**src/rtl/dds_pulse_sequencer.sv**
```systemverilog
// Radar pulse timing controller: latches PRI / pulse width / pulse count on start and
// sequences DDS phase reset, TX enable and RX listen gates, one PRI at a time.
module dds_pulse_sequencer #(
   parameter int CNT_W = 32,
   parameter int NP_W  = 16
) (
   input  logic             S_AXI_CLK,
   input  logic             S_AXI_ARESETN,
   input  logic             start_i,
   input  logic             stop_i,
   input  logic [CNT_W-1:0] pri_cycles_i,
   input  logic [CNT_W-1:0] pulse_cycles_i,
   input  logic [NP_W-1:0]  num_pulses_i,
   output logic             dds_phase_rst_o,
   output logic             dds_enable_o,
   output logic             rx_gate_o,
   output logic             busy_o,
   output logic             done_o,
   output logic [NP_W-1:0]  pulse_idx_o,
   output logic             cfg_err_o
);

   typedef enum logic [4:0] {
      S_IDLE   = 5'b00001,
      S_ARM    = 5'b00010,
      S_PULSE  = 5'b00100,
      S_LISTEN = 5'b01000,
      S_DONE   = 5'b10000
   } state_t;

   localparam logic [CNT_W-1:0] C_CNT_ONE  = 1;
   localparam logic [CNT_W:0]   C_CNT_ONEX = 1;
   localparam logic [NP_W-1:0]  C_NP_ONE   = 1;

   state_t           r_state;
   state_t           w_state_next;
   logic [CNT_W-1:0] r_cnt;
   logic [CNT_W-1:0] r_pulse;
   logic [CNT_W-1:0] r_listen;
   logic [NP_W-1:0]  r_num;
   logic [NP_W-1:0]  r_idx;
   logic             r_stop;

   logic             r_phase_rst;
   logic             r_enable;
   logic             r_rx_gate;
   logic             r_busy;
   logic             r_done;
   logic [NP_W-1:0]  r_idx_out;
   logic             r_cfg_err;

   logic             w_cfg_bad;
   logic             w_start_req;
   logic             w_accept;
   logic             w_reject;
   logic             w_pulse_end;
   logic             w_listen_end;
   logic             w_pri_end;
   logic             w_burst_end;
   state_t           w_end_state;
   logic             w_phase_rst_next;
   logic             w_enable_next;
   logic             w_rx_gate_next;
   logic             w_busy_next;
   logic             w_done_next;

   // Compare in CNT_W+1 bits so pulse_cycles_i = all-ones cannot wrap to a passing value.
   assign w_cfg_bad    = (pulse_cycles_i == '0) ||
                         ({1'b0, pri_cycles_i} < ({1'b0, pulse_cycles_i} + C_CNT_ONEX));
   assign w_start_req  = (r_state == S_IDLE) && start_i && !stop_i;
   assign w_accept     = w_start_req && !w_cfg_bad;
   assign w_reject     = w_start_req && w_cfg_bad;

   assign w_pulse_end  = (r_cnt == r_pulse - C_CNT_ONE);
   assign w_listen_end = (r_cnt == r_listen - C_CNT_ONE);
   assign w_pri_end    = ((r_state == S_PULSE) && w_pulse_end && (r_listen == '0)) ||
                         ((r_state == S_LISTEN) && w_listen_end);
   // A stop arriving on the final cycle of the PRI still counts for that PRI.
   assign w_burst_end  = r_stop || stop_i ||
                         ((r_num != '0) && (r_idx == r_num - C_NP_ONE));
   assign w_end_state  = w_burst_end ? S_DONE : S_ARM;

   always_ff @(posedge S_AXI_CLK or negedge S_AXI_ARESETN) begin
      if (!S_AXI_ARESETN) begin
         r_state <= S_IDLE;
      end else begin
         r_state <= w_state_next;
      end
   end

   always_comb begin
      w_state_next = r_state;
      case (r_state)
         S_IDLE:   if (w_accept) w_state_next = S_ARM;
         S_ARM:    w_state_next = S_PULSE;
         S_PULSE:  if (w_pulse_end) w_state_next = (r_listen == '0) ? w_end_state : S_LISTEN;
         S_LISTEN: if (w_listen_end) w_state_next = w_end_state;
         S_DONE:   w_state_next = S_IDLE;
         default:  w_state_next = S_IDLE;
      endcase
   end

   always_comb begin
      w_phase_rst_next = (r_state == S_ARM);
      w_enable_next    = (r_state == S_PULSE);
      w_rx_gate_next   = (r_state == S_LISTEN);
      w_busy_next      = (r_state != S_IDLE);
      w_done_next      = (r_state == S_DONE);
   end

   // Per-state cycle counter restarts on every state change.
   always_ff @(posedge S_AXI_CLK or negedge S_AXI_ARESETN) begin
      if (!S_AXI_ARESETN) begin
         r_cnt     <= '0;
         r_pulse   <= '0;
         r_listen  <= '0;
         r_num     <= '0;
         r_idx     <= '0;
         r_stop    <= 1'b0;
         r_cfg_err <= 1'b0;
      end else begin
         r_cnt <= (w_state_next != r_state) ? '0 : r_cnt + C_CNT_ONE;
         if (w_accept) begin
            r_pulse   <= pulse_cycles_i;
            r_listen  <= pri_cycles_i - pulse_cycles_i - C_CNT_ONE;
            r_num     <= num_pulses_i;
            r_idx     <= '0;
            r_cfg_err <= 1'b0;
         end else if (w_reject) begin
            r_cfg_err <= 1'b1;
         end else if (w_pri_end && !w_burst_end) begin
            r_idx <= r_idx + C_NP_ONE;
         end
         if (r_state == S_DONE) begin
            r_stop <= 1'b0;
         end else if ((r_state != S_IDLE) && stop_i) begin
            r_stop <= 1'b1;
         end
      end
   end

   always_ff @(posedge S_AXI_CLK or negedge S_AXI_ARESETN) begin
      if (!S_AXI_ARESETN) begin
         r_phase_rst <= 1'b0;
         r_enable    <= 1'b0;
         r_rx_gate   <= 1'b0;
         r_busy      <= 1'b0;
         r_done      <= 1'b0;
         r_idx_out   <= '0;
      end else begin
         r_phase_rst <= w_phase_rst_next;
         r_enable    <= w_enable_next;
         r_rx_gate   <= w_rx_gate_next;
         r_busy      <= w_busy_next;
         r_done      <= w_done_next;
         r_idx_out   <= r_idx;
      end
   end

   assign dds_phase_rst_o = r_phase_rst;
   assign dds_enable_o    = r_enable;
   assign rx_gate_o       = r_rx_gate;
   assign busy_o          = r_busy;
   assign done_o          = r_done;
   assign pulse_idx_o     = r_idx_out;
   assign cfg_err_o       = r_cfg_err;

endmodule

```
**config.mk**
```make
export PLATFORM = sky130hd
export DESIGN_NAME = dds_pulse_sequencer
export DESIGN_NICKNAME = d
export VERILOG_FILES = /design/src/rtl/dds_pulse_sequencer.sv
export SDC_FILE = /design/constraint.sdc
export NUM_CORES = 1
export LEC_CHECK = 0
export ABC_AREA = 1
export CAP_MARGIN = 20
export CORE_MARGIN = 2
export CORE_UTILIZATION = 35
export CTS_CLUSTER_SIZE = 12
export DETAILED_ROUTE_END_ITERATION = 12
export GPL_ROUTABILITY_DRIVEN = 0
export PLACE_DENSITY_LB_ADDON = 0.1
export SETUP_SLACK_MARGIN = 0.3
export SYNTH_ARGS = -nofsm -noshare
export SYNTH_HDL_FRONTEND = slang
export SYNTH_SLANG_ARGS = --single-unit
```
**constraint.sdc**
```tcl
create_clock -name S_AXI_CLK -period 2.4 [get_ports S_AXI_CLK]
set_input_delay 0.48 -clock S_AXI_CLK [delete_from_list [all_inputs] [get_ports S_AXI_CLK]]
set_output_delay 0.48 -clock S_AXI_CLK [all_outputs]
set_load 0.05 [all_outputs]
```
==> results.py, run 1 <==
metrics = {
    "timing": {
        "setup_viol": 133,
        "slew_violations": 0,
        "period_share_pct": 157.4,
        "worst_pin_slew_ps": 515.1,
        "fmax_mhz": 264.8,
        "maxSlewHeadroom_pct": 65.29,
        "final.min_clock_period_ps": 3777,
        "hold_violations": 0,
        "rsz0062_at_grt": "yes",
        "fin_ws_ps": -1377,
        "finalClockSkew_ps": 11.03,
    },
    "grt": {
        "track_usage_pct": 25.76,
        "overflow": 0,
        "grt_start_max_net_pins": 48,
        "grt_pass1_wl_um": 83620,
        "grt_pass1_vias": 15770,
        "antenna_found_initial": 0,
    },
    "clock_tree": {
        "cts-root-buf": "clkbuf_16",
        "htree_levels": 4,
        "cts_tree": "yes",
        "cts.sinks": 156,
        "clockBufferDepth": 2,
        "clock_latency_ps": 450,
        "numCtsBuffers": 17,
        "clk_pin_slew_ps": 70,
    },
    "synth": {
        "synth_cell_type_count": 53,
        "synth-compound-area-share_pct": 8.766,
        "yosys.area.top_type_share_pct": 27.45,
        "synth_mux_area_share_pct": 0.7792,
        "synth_edf_count": 0,
        "synthTopCellsByCount": "nand2_1 (522), inv_1 (324), nor2_1 (253)",
        "syn_nets": 2290,
        "synthAdderAreaFrac_pct": 6.517,
        "yosysWarningCount": 0,
        "synth-xor-area-share_pct": 10.66,
        "ys.flop_type": "dfrtp_1",
        "yosys.area.top_type": "dfrtp_1",
        "synth_top_family_by_area": "simple AND/OR/NAND/NOR gates",
        "synth_area_sq_um": 14130,
        "synth.most_common_cell": "nand2_1",
        "syn_inst": 2133,
        "async_flop_share_pct": 100.0,
        "ys_ff_latch": 156,
        "synth-simple-area-share_pct": 35.40,
        "synth_area_leaders": "dfrtp_1 (27%), nand2_1 (14%), inv_1 (8.6%)",
        "syn_area_per_cell_sq_um": 6.624,
        "ys_seq_area_share_pct": 27.64,
    },
    "pwr": {
        "clkPwrFrac_pct": 16.8,
        "netSwitchingFraction_pct": 42.23,
        "leakagePower_nw": 11.67,
        "pwr-share-comb_pct": 56.7,
        "vdd_ir_drop_max_mv": 0.5763,
        "sequentialPowerShare_pct": 26.5,
        "p_switching_mw": 7.159,
        "power_density_nw_per_um2": 746.0,
        "intPower_mw": 9.795,
    },
    "worst_hold_path": {
        "worstHoldPathCells": 4,
        "hold_end": "r_pulse[0]",
        "min_from": "pulse_cycles_i[0]",
        "hp-class": "input pin to register",
    },
    "critical_path": {
        "ff2ff_setup_slack_ps": -350,
        "r2r_cells": 18,
        "cpPeakStageDelay_ps": 320,
        "crit_required_ps": 2740,
        "r2r_start": "r_listen[1]",
        "end_kind": "register",
        "reg2reg_to": "r_cnt[10]",
        "crit_path_start_kind": "input pin",
        "arrival_ps": 4120,
        "critical_path.top_delay_family": "simple AND/OR/NAND/NOR gates",
        "path_buf_inv": 7,
        "slowest_stage": "nor4_4",
        "crit_type": "input pin to register",
        "critPathMaxFanout": 6,
    },
    "die": {
        "coreArea_sq_um": 39820,
        "die_y_um": 204.9,
        "initial_utilization_pct": 35.48,
        "die_w_um": 204.9,
        "fp-row-count": 73,
        "die-area_sq_um": 41990,
        "boundaryPins": 106,
    },
    "detailed_routing": {
        "drt_iter0_drc": 983,
        "wl_per_cell_um": 16.40,
        "antenna_left": 0,
        "wl_um": 55150,
        "detail_route.drc_violations": 0,
        "drtPass1Iterations": 5,
        "viasPerCell": 4.847,
        "via_count": 16300,
    },
    "finish": {
        "design_area_sq_um": 22730,
        "syn2layout_area_growth_pct": 60.84,
        "fillers": 3730,
        "utilization_pct": 57.07,
        "layout-drive-gt1-share_pct": 33.86,
        "num_antenna_cells": 0,
        "nNetsFinal": 2983,
    },
    "run": {
        "max_cap_violations": 0,
    },
    "placement": {
        "place.port_buffers": 105,
        "postPlaceCellArea_sq_um": 19760,
        "dpl.hpwl_um": 43540,
    },
    "status": {
        "outcome": "finished, violations left",
        "violations": "negative setup slack",
    },
}
-- per-layer routing --
layer  vias up  track usage (%)  share of wire (%)
met4         0            10.15                3.9
li1       8239                -                  -
met1      7582            34.89                 46
met3        95            2.418                3.8
met5         -                0                  0
met2       385            42.27                 47
-- area by class of cell --
cell class / instances / area [sq um] / share of cell area [%]
Sequential cell: 156 / 3916 / 17.23
Inverter: 329 / 1247 / 5.489
Timing Repair Buffer: 717 / 6354 / 27.96
Tap cell: 525 / 656.9 / 2.890
Clock inverter: 14 / 175.2 / 0.7708
Multi-Input combinational cell: 1604 / 9943 / 43.75
Clock buffer: 17 / 425.4 / 1.872
Timing Repair inverter: 1 / 8.758 / 0.03854
-- stage by stage --
| step | setup TNS (ps) | std cells | hold WS, ps | power, mW | worst slack (ps) |
|---|---|---|---|---|---|
| 2_1_floorplan | -143520 | 2133 | 184.4 | 8.229 | -1175 |
| 3_3_place_gp | -281500 | 3244 | 455.3 | 12.19 | -2250 |
| 3_5_place_dp | -298430 | 3244 | 454.5 | 12.29 | -2448 |
| 4_1_cts | -156730 | 3327 | 369.4 | 15.96 | -1279 |
| 5_1_grt | -199410 | 3363 | 394.7 | 18.18 | -1607 |
| 6_report | -169280 | 3363 | 386.4 | 16.95 | -1377 |
-- worst register-to-register path: stages, from the launching register on --
cell	delay, ps
dfrtp_1	420
buf_4	150
nor2_2	110
nand2_2	120
nor2_4	200
buf_4	160
xnor2_1	130
inv_1	60
nand2_1	50
nand3_1	140
nor2_1	140
nand3_1	130
nor2_1	140
nand2_1	70
nand2_2	100
nand3_4	190
clkbuf_16	240
nand3_2	60
inv_1	40
-- cells in the final DEF (no fill, tap or decap), types with 46 or more instances in the layout --
master / count
buf_4: 532
ha_1: 68
nand2_1: 451
buf_6: 46
nand3_1: 98
inv_1: 296
xnor2_1: 56
nor2_1: 218
clkdlybuf4s50_1: 80
dfrtp_1: 146
nand2_2: 51
nand4_1: 71
a21oi_1: 50
o21ai_0: 50
xor2_1: 111
-- kinds of logic after synthesis --
logic type / Yosys count
multiplexers: 11
AND/OR/NAND/NOR: 1123
AO/OA/AOI/OAI: 225
buffers and inverters: 373
adder cells (fa/ha/maj): 73
flip-flops: 156
XOR/XNOR: 172
-- flip-flops by register name, summed over array words and instances, names as in the netlist --
signal,flops
r_listen,32
rx_gate_o,1
done_o,1
dds_enable_o,1
cfg_err_o,1
pulse_idx_o,16
r_state,5
r_cnt,32
dds_phase_rst_o,1
r_num,16
busy_o,1
r_stop,1
r_pulse,32
r_idx,16
-- worst max-delay path by stage --
stage                      start            to  cells past startpoint
2_1_floorplan  pulse_cycles_i[1]     r_num[11]                     22
3_3_place_gp   pulse_cycles_i[1]    r_pulse[8]                     25
3_5_place_dp   pulse_cycles_i[1]      r_num[6]                     24
4_1_cts        pulse_cycles_i[2]  r_listen[19]                     28
5_1_grt        pulse_cycles_i[1]  r_listen[31]                     29
6_report       pulse_cycles_i[1]  r_listen[31]                     27
-- power by group through the flow --
stage / Sequential (mW) / Clock, mW / Combinational (mW)
4_1_cts: 4.37 / 2.89 / 8.70
5_1_grt: 4.57 / 3.01 / 10.6
3_5_place_dp: 4.34 / 0 / 7.95
6_report: 4.49 / 2.84 / 9.62
3_3_place_gp: 4.33 / 0 / 7.86
2_1_floorplan: 4.11 / 0 / 4.12
-- what timing repair did --
item | CTS | global route
hold buffers | 1 | 0
gates resized for setup | 232 | 217
endpoints found under the hold margin | 44 | 0
setup buffers | 39 | 24
endpoints found under the setup margin | 137 | 141
gates cloned | 12 | 12
pin swaps | 82 | 81
Power figures use the tool's default switching activity.
==> inputs of run 2 (changes only) <==
GPL_TIMING_DRIVEN = 0   (was not set)
==> results.py, run 2 (synthesis gave the netlist of run 1 again) <==
metrics = {
    "timing": {
        "slew_violations": 0,
        "setup_viol": 132,
        "finalClockSkew_ps": 11.04,
        "period_share_pct": 155.6,
        "worst_pin_slew_ps": 819.6,
        "rsz0062_at_grt": "yes",
        "maxSlewHeadroom_pct": 44.86,
        "fin_ws_ps": -1333,
        "final.min_clock_period_ps": 3733,
        "hold_violations": 0,
        "fmax_mhz": 267.9,
    },
    "grt": {
        "track_usage_pct": 24.16,
        "overflow": 0,
        "grt_pass1_vias": 13940,
        "antenna_found_initial": 0,
        "grt_pass1_wl_um": 77760,
        "grt_start_max_net_pins": 99,
    },
    "die": {
        "die_y_um": 204.9,
        "initial_utilization_pct": 35.48,
        "die-area_sq_um": 41990,
        "coreArea_sq_um": 39820,
        "die_w_um": 204.9,
        "fp-row-count": 73,
        "boundaryPins": 106,
    },
    "finish": {
        "syn2layout_area_growth_pct": 31.87,
        "utilization_pct": 46.79,
        "final_cell_mix": "nand2_1 (486), inv_1 (301), nor2_1 (200), dfrtp_1 (136), xor2_1 (109)",
        "nNetsFinal": 2509,
        "layout-drive-gt1-share_pct": 18.77,
        "layout_commonest_cell": "nand2_1",
        "largest_registers": "r_cnt x32, r_listen x32, r_pulse x32",
        "num_antenna_cells": 0,
    },
    "worst_hold_path": {
        "min_from": "pulse_cycles_i[1]",
        "hp-class": "input pin to register",
        "hold_end": "r_pulse[1]",
        "worstHoldPathCells": 4,
    },
    "critical_path": {
        "crit_required_ps": 2760,
        "end_kind": "register",
        "critPathMaxFanout": 5,
        "slowest_stage": "ha_1",
        "crit_path_start_kind": "input pin",
        "r2r_cells": 14,
        "critical_path.top_delay_family": "simple AND/OR/NAND/NOR gates",
        "crit_type": "input pin to register",
        "cpPeakStageDelay_ps": 310,
        "reg2reg_to": "r_cnt[30]",
        "ff2ff_setup_slack_ps": -360,
        "r2r_start": "r_cnt[0]",
        "path_common_cell": "nand3_4",
        "path_buf_inv": 6,
        "arrival_ps": 4090,
    },
    "detailed_routing": {
        "antenna_left": 0,
        "detail_route.drc_violations": 0,
        "drtPass1Iterations": 5,
        "drt_iter0_drc": 953,
        "wl_um": 50280,
        "wl_per_cell_um": 17.40,
        "via_count": 14530,
        "viasPerCell": 5.027,
    },
    "pwr": {
        "vdd_ir_drop_max_mv": 0.6567,
        "pwr-share-comb_pct": 48.3,
        "netSwitchingFraction_pct": 45.89,
        "leakagePower_nw": 9.139,
        "clkPwrFrac_pct": 19.3,
        "sequentialPowerShare_pct": 32.4,
        "power_density_nw_per_um2": 773.2,
        "intPower_mw": 7.795,
        "p_switching_mw": 6.611,
    },
    "clock_tree": {
        "clockBufferDepth": 2,
        "htree_levels": 4,
        "clk_pin_slew_ps": 70,
        "clock_latency_ps": 460,
        "cts_tree": "yes",
        "cts.sinks": 156,
        "numCtsBuffers": 17,
        "cts-root-buf": "clkbuf_16",
    },
    "status": {
        "violations": "negative setup slack",
        "outcome": "finished, violations left",
    },
    "placement": {
        "place.port_buffers": 105,
        "dp_slack_ps": -2969,
        "dpl.hpwl_um": 40440,
    },
    "run": {
        "max_cap_violations": 0,
    },
}
[run 2: cell count changes in the layout (fill, tap and decap cells not counted), moves of 11 or more]
| cell | delta |
|---|---|
| nand2_4 | -18 |
| nand2_2 | -17 |
| buf_4 | -454 |
| clkbuf_1 | +15 |
| buf_6 | -33 |
| inv_2 | -11 |
| o21ai_2 | -17 |
| nand2_1 | +35 |
| nor2_1 | -18 |
[run 2: power by group through the flow]
stage	Clock, mW	Sequential [mW]	Combinational [mW]
floorplan	0	4.11	4.12
global placement	0	4.53	5.43
CTS	2.83	4.60	6.54
global route	2.95	4.78	7.72
finish	2.78	4.67	6.96
detailed placement	0	4.54	5.52
[run 2: layout make-up]
class	instances	area, sq um
fillers	4138	21190
multi-input cells	1604	9771
flip-flops and latches	156	3929
repair buffers	200	1948
inverters	329	1252
well taps	525	656.9
plain buffers	44	484.2
clock buffers	19	442.9
clock inverters	13	148.9
[run 2: routing by layer]
layer  track usage [%]  share of wire (%)  vias to the layer above
li1                  -                  -                     7291
met1             33.77                 47                     6788
met2             38.98                 46                      380
met3             2.593                4.2                       68
met4             7.657                2.9                        0
met5                 0                  0                        -
[run 2: tightest hold or removal path, delay by kind of cell]
kind,cells,cell delay [ps]
compound gates,1,60
buf+inv,3,260
[run 2: through the flow]
stage	power, mW	instance area, sq um	std cells	hold WS, ps	TNS, ps
6_report	14.41	18630	2890	377.2	-161190
5_1_grt	15.45	18630	2890	373.9	-186960
4_1_cts	13.97	18060	2866	364.5	-155230
3_5_place_dp	10.06	16040	2764	380.9	-374610
3_3_place_gp	9.965	16000	2763	376.5	-1268460
2_1_floorplan	8.229	14300	2133	184.4	-143520
[run 2: timing repair]
action,4_1_cts,5_1_grt
pin swaps,64,53
setup endpoints to repair,136,140
resized for setup,290,130
cloned,9,1
hold endpoints to repair,57,0
buffers inserted,60,22
hold buffers,1,0
[run 2: worst max-delay path by stage]
stage	cells after the start	slack, ps	from	endpoint
CTS	27	-1300	pulse_cycles_i[0]	r_cnt[21]
global placement	1	-5780	S_AXI_ARESETN	r_pulse[21]
finish	26	-1330	pulse_cycles_i[1]	r_cnt[7]
global route	26	-1520	pulse_cycles_i[1]	r_cnt[5]
detailed placement	24	-2970	pulse_cycles_i[0]	r_num[1]
floorplan	22	-1180	pulse_cycles_i[1]	r_num[11]
